==> src/rtl/vr_burst_source.sv <==
// Valid/ready burst source: takes a (base, step, len) command and emits
// len+1 beats of the arithmetic sequence base, base+step, ... downstream.
module vr_burst_source #(
    parameter int WIDTH = 32,
    parameter int LEN_W = 8
) (
    input  logic             clk,
    input  logic             rst_n,
    input  logic             cmd_valid,
    output logic             cmd_ready,
    input  logic [WIDTH-1:0] cmd_base,
    input  logic [WIDTH-1:0] cmd_step,
    input  logic [LEN_W-1:0] cmd_len,
    output logic [WIDTH-1:0] data_out,
    output logic             valid_down_out,
    input  logic             ready_down_in,
    output logic             last_out,
    output logic             done_out,
    output logic             busy_out
);

    // Handshake: a transfer happens on a rising edge where valid and ready are
    // both high; once valid is raised, valid/data/last hold until that edge.
    typedef enum logic {
        IDLE = 1'b0,
        SEND = 1'b1
    } state_t;

    state_t           state_q, state_d;
    logic [WIDTH-1:0] data_q;
    logic [WIDTH-1:0] step_q;
    logic [LEN_W-1:0] remaining_q;
    logic             last_q;
    logic             done_q;
    logic             load;
    logic             advance;
    logic             finish;

    always_ff @(posedge clk or negedge rst_n) begin
        if (!rst_n) begin
            state_q <= IDLE;
        end else begin
            state_q <= state_d;
        end
    end

    // In SEND valid is high, so a downstream transfer is just ready_down_in.
    always_comb begin
        state_d = state_q;
        load    = 1'b0;
        advance = 1'b0;
        finish  = 1'b0;
        case (state_q)
            IDLE: begin
                if (cmd_valid) begin
                    state_d = SEND;
                    load    = 1'b1;
                end
            end
            SEND: begin
                if (ready_down_in) begin
                    if (remaining_q == '0) begin
                        state_d = IDLE;
                        finish  = 1'b1;
                    end else begin
                        advance = 1'b1;
                    end
                end
            end
            default: state_d = IDLE;
        endcase
    end

    always_ff @(posedge clk or negedge rst_n) begin
        if (!rst_n) begin
            data_q      <= '0;
            step_q      <= '0;
            remaining_q <= '0;
            last_q      <= 1'b0;
            done_q      <= 1'b0;
        end else begin
            done_q <= finish;
            if (load) begin
                data_q      <= cmd_base;
                step_q      <= cmd_step;
                remaining_q <= cmd_len;
                last_q      <= (cmd_len == '0);
            end else if (advance) begin
                data_q      <= data_q + step_q;
                remaining_q <= remaining_q - 1'b1;
                last_q      <= (remaining_q == LEN_W'(1));
            end else if (finish) begin
                last_q <= 1'b0;
            end
        end
    end

    assign cmd_ready      = (state_q == IDLE);
    assign busy_out       = (state_q == SEND);
    assign valid_down_out = (state_q == SEND);
    assign data_out       = data_q;
    assign last_out       = last_q;
    assign done_out       = done_q;

endmodule

==> config.mk <==
export PLATFORM = sky130hd
export DESIGN_NAME = vr_burst_source
export DESIGN_NICKNAME = d
export VERILOG_FILES = /design/src/rtl/vr_burst_source.sv
export SDC_FILE = /design/constraint.sdc
export NUM_CORES = 1
export LEC_CHECK = 0
export CELL_PAD_IN_SITES_DETAIL_PLACEMENT = 1
export CELL_PAD_IN_SITES_GLOBAL_PLACEMENT = 1
export CORE_MARGIN = 2
export CORE_UTILIZATION = 30
export DETAILED_ROUTE_END_ITERATION = 16
export PLACE_DENSITY_LB_ADDON = 0.1
export SLEW_MARGIN = 10
export SYNTH_ARGS = -nofsm -noshare
export SYNTH_HDL_FRONTEND = slang
export SYNTH_SLANG_ARGS = --single-unit
==> constraint.sdc <==
create_clock -name clk -period 5.4 [get_ports clk]
set_clock_uncertainty 0.05 [all_clocks]
set_input_delay 1.08 -clock clk [delete_from_list [all_inputs] [get_ports clk]]
set_output_delay 1.08 -clock clk [all_outputs]
set_load 0.01 [all_outputs]
# Word-level counts from Yosys, hierarchy flattened

Cells that the tools add are included.

Word-level logic and storage cells: 31
Bits of input ports: 76
Output and inout bits: 37
Register bits: 75

$add $sub $neg: 2
Eq/ne operators: 1
Bitwise logic cells: 1
Reductions and logical operators: 4
Muxes and demuxes: 17

Operators by type and width:

| cell                  | count |
|---|---|
| $mux W32              | 2 |
| $add A32 B32 Y32      | 1 |
| $logic_not A8 Y1      | 2 |
| $mux W8               | 2 |
| $mux W1               | 12 |
| $eq A8 B1 Y1 const B  | 1 |
| $sub A8 B1 Y8 const B | 1 |
| $reduce_bool A3 Y1    | 1 |
| $pmux W1 S2           | 1 |
| $reduce_bool A2 Y1    | 1 |
| $not A1 Y1            | 1 |

# Depth between registers and ports, before layout

Depth in word-level cells: 7
Gate-level depth with buffers: 10
Depth with buffers taken out: 10

# Worst setup path after synthesis

No wires, ideal clock.

Kind: register to register
From: register data_q[0], in the netlist data_out[0]
To: register data_q[22], in the netlist data_out[22]
Slack: 2.406 ns
Period minus slack after synthesis: 2.994 ns
Stages on the path, launching flop included: 10
Data arrival time: 2.824 ns
Required time: 5.230 ns
Library setup time: 0.120 ns
Path buffers: 0
Cell sequence: dfrtp_1 ha_1 fa_1 a21o_1 a221oi_2 o211a_1 nor3_1 or3_1 a311o_1 a31o_2

Cells in the longest elaborated chain, start to end: 3

Ends and longest elaborated chain:

| what                   | RTL line | text |
|---|---|---|
| from (decl)            | 30       | `logic [WIDTH-1:0] data_q;` |
| from (signal assigned) | 84       | `data_q <= cmd_base;` |
| from (signal assigned) | 89       | `data_q <= data_q + step_q;` |
| $add A32 B32 Y32       | 89       |  |
| $mux W32               | 88       | `end else if (advance) begin` |
| $mux W32               | 83       | `if (load) begin` |

No other way between the ends. The select of a mux whose other input is x is not followed.
A chain may end at the register's enable or synchronous reset.

# Final worst setup path

From: register data_q[1], in the netlist data_out[1]
To: register data_q[31], in the netlist data_out[31]

The elaborated chain is that of the path after synthesis.

==> flow_summary.yaml <==
status:
  status: "finished clean"
synth:
  postSynth.asyncResetShare_pct: 100.0
  synth_cell_type_count: 58
  synthesis_warnings: 0
  synth-edff-count: 0
  netlist_area_mm2: 0.004825
  ys_seq_area_share_pct: 38.90
  total_nets_after_synthesis: 669
  synth_ff_type: "dfrtp_1"
  synth.ff_latch_count: 75
  postSynthAreaPerCell_um2: 8.646
  netlist_instances: 558
setup_path:
  worstSetupPathType: "flop to flop"
  critPathMaxFanout: 4
  critical_path.endpoint: "data_out[31]"
  cp_launch_type: "flop"
  worst_ep_required_time_ns: 5.62
  worst-endpoint-arrival_ns: 3.47
  worst_setup_path_startpoint: "data_out[1]"
  endpoint_kind: "flop"
  regToRegSetupSlack_ns: 2.15
  worst-r2r-cell-count: 9
  regToRegEndpoint: "data_out[31]"
  worstReg2RegStart: "data_out[1]"
global_routing:
  grt_most_used_layer: "met2"
  grt.met1_usage_pct: 24.19
  number_of_antenna_violations_at_the_first_check_in_global_routing: 0
  globalRouteMet3Util_pct: 4.601
  grt_util_met2_pct: 31.89
  first_global_vias: 4817
  gr-total-overflow: 0
  grt_use_total_pct: 18.74
  grt_max_degree: 76
  grt_pass1_wl_um: 25020
cts:
  cts_hold_repair.buffers: 0
  cts_htree_levels: 3
  clk_pin_slew_worst_paths_ns: 0.06
  post_cts_buffers: 0
  clock_latency_ns: 0.35
  clockBufferDepth: 2
  cts_tree: "built"
  clock_sink_count: 75
  numCtsBuffers: 9
  root_buffer: "clkbuf_16"
  ctsResizeCount: 0
placed_design:
  dp_slack_ns: 1.886
  hpwlAfterDp_um: 10910
  buffer_ports.inserted: 112
  globalplace.congestion: 0.8132
  numPlacedInstances: 863
sta:
  fin_crit_sh_pct: 60.18
  fmax_mhz: 307.7
  final_max_slew_viol_count: 0
  fin_tns_setup_ns: 0
  finalSetupViolations: 0
  shortest_period_the_worst_path_allows_ns: 3.250
  setup_ws_ns: 2.150
  final-hold-violation-count: 0
  max-slew-margin-rel_pct: 30.93
  rsz0062_at_grt: "false"
  least_margin_pin_slew_ns: 1.036
hold_path:
  hold_class: "flop to flop"
  worst_hold_path.num_cells: 2
pwr:
  power.density_mw_per_mm2: 667.7
  p_clk_share_pct: 15.6
  power.leakage_uw: 0.002931
  power.internal_uw: 2447
  p_comb_share_pct: 59.7
  seq_power_share_pct: 24.8
  sw_frac_of_total_pct: 43.35
  power.ir.vdd_worst_v: 0.0001977
  finalPower_uw: 4320
  power.switching_uw: 1873
routing:
  postRouteAntennaNets: 0
  route.detailed.vias_per_inst: 5.162
  routed_wire_length_per_instance_um: 17.46
  route.final.wire_length_um: 15350
  initialDrtViolationCount: 218
  drt-pass1-iter-count: 4
  drc: 0
  dr_total_vias: 4537
die:
  die_span_x_um: 130.8
  fp.dieArea_mm2: 0.01711
  pin_count: 113
  floorplan.die.height_um: 130.8
  core_region_area_mm2: 0.01583
  std_cell_rows: 46
  initial_core_util_pct: 30.48
layout:
  layout-drive-gt1-share_pct: 4.977
  layout.nets: 769
  areaGrowthSynthToFinish_pct: 34.10
  n_antenna_cell: 0
  final_cells: 879
  final_util_pct: 40.88
flow_run:
  drv.max_cap_violation_count: 0
[logic make-up (layout without fill, tap and decap cells)]
family	Yosys count	in the layout	share of synthesized area (%)
AO/OA/AOI/OAI	161	161	22.95
multiplexers	1	1	0.2075
AND/OR/NAND/NOR	226	226	20.95
adder cells (fa/ha/maj)	35	35	9.232
buffers and inverters	33	138	2.852
flip-flops	75	75	38.90
XOR/XNOR	27	27	4.901
[worst min path at each step]
stage / end / from / slack [ns]
global route: step_q[23] / step_q[23] / 0.46
CTS: step_q[0] / step_q[0] / 0.45
floorplan: step_q[0] / step_q[0] / 0.40
global placement: step_q[0] / step_q[0] / 0.42
finish: step_q[4] / step_q[4] / 0.43
detailed placement: step_q[23] / step_q[23] / 0.43
[cell usage after synthesis (3+ instances only)]
cell,number,area (µm²)
inv_1,5,18.77
or2_2,3,18.77
a22oi_1,21,157.7
a221o_1,9,90.09
nand4_1,5,31.28
a21oi_1,32,160.2
nand2_1,138,518.0
a21o_1,19,142.6
nand4b_1,3,26.28
nor2b_1,3,18.77
and2_1,3,18.77
o211ai_1,8,60.06
a31oi_1,9,56.30
nor3b_1,3,22.52
xor2_1,10,87.58
and3_1,6,37.54
nor2_1,27,101.4
or3_1,3,18.77
nand3_1,13,65.06
nor3_1,5,25.02
o21bai_1,3,22.52
nand2b_1,4,25.02
buf_2,5,25.02
a311o_1,3,30.03
a211oi_1,3,22.52
ha_1,34,425.4
clkbuf_1,18,67.56
xnor2_1,17,148.9
o21ai_0,35,175.2
dfrtp_1,75,1877
buf_1,3,11.26
[critical path: stages, from the launching register on]
cell      delay, ns
dfrtp_1        0.42
ha_1           0.33
a211oi_1       0.32
o21ai_0        0.21
a31oi_1        0.30
o21ai_0        0.25
a41oi_1        0.60
o21bai_1       0.28
a41o_1         0.28
o21ai_0        0.13
[per-stage QoR]
stage | cell area [µm²] | hold WS (ns)
after global placement | 6142 | 0.4233
final | 6470 | 0.4327
after floorplan | 4825 | 0.3997
after global routing | 6470 | 0.4600
after CTS | 6470 | 0.4456
after detailed placement | 6142 | 0.4293
[metal layers]
metal / routed length, µm / vias up / part of all wire (%)
met3: 731 / 13 / 4.8
met1: 7179 / 2218 / 47
li1: - / 2209 / -
met2: 7280 / 97 / 47
met4: 153 / 0 / 1.0
met5: 0 / - / 0
[cell type report]
class                           instances  area [µm²]
Clock buffer                           11       252.7
Clock inverter                          5       75.07
Fill cell                            1865        9358
Inverter                                5       18.77
Multi-Input combinational cell        450        2820
Sequential cell                        75        1877
Tap cell                              216       270.3
Timing Repair Buffer                  117        1156
[placed cells by master (no fill, tap or decap), types with 10 or more instances in the layout]
cell type / instances
ha_1: 34
clkdlybuf4s50_1: 111
nor2_1: 26
a22oi_1: 21
a21o_1: 19
a21oi_1: 32
xnor2_1: 17
nand3_1: 13
o21ai_0: 35
nand2_1: 138
xor2_1: 10
dfrtp_1: 75
[power by group through the flow]
stage	combinational, µW	clock (µW)	sequential (µW)
3_3_place_gp	2500	0	1070
3_5_place_dp	2560	0	1080
6_report	2580	672	1070
4_1_cts	2590	694	1070
2_1_floorplan	1730	0	1060
5_1_grt	2900	716	1110
[state kept, by name, indices dropped and copies added, names as in the netlist]
signal,flops
busy_out,1
last_out,1
done_out,1
remaining_q,8
step_q,32
data_out,32
Power figures use the tool's default switching activity.
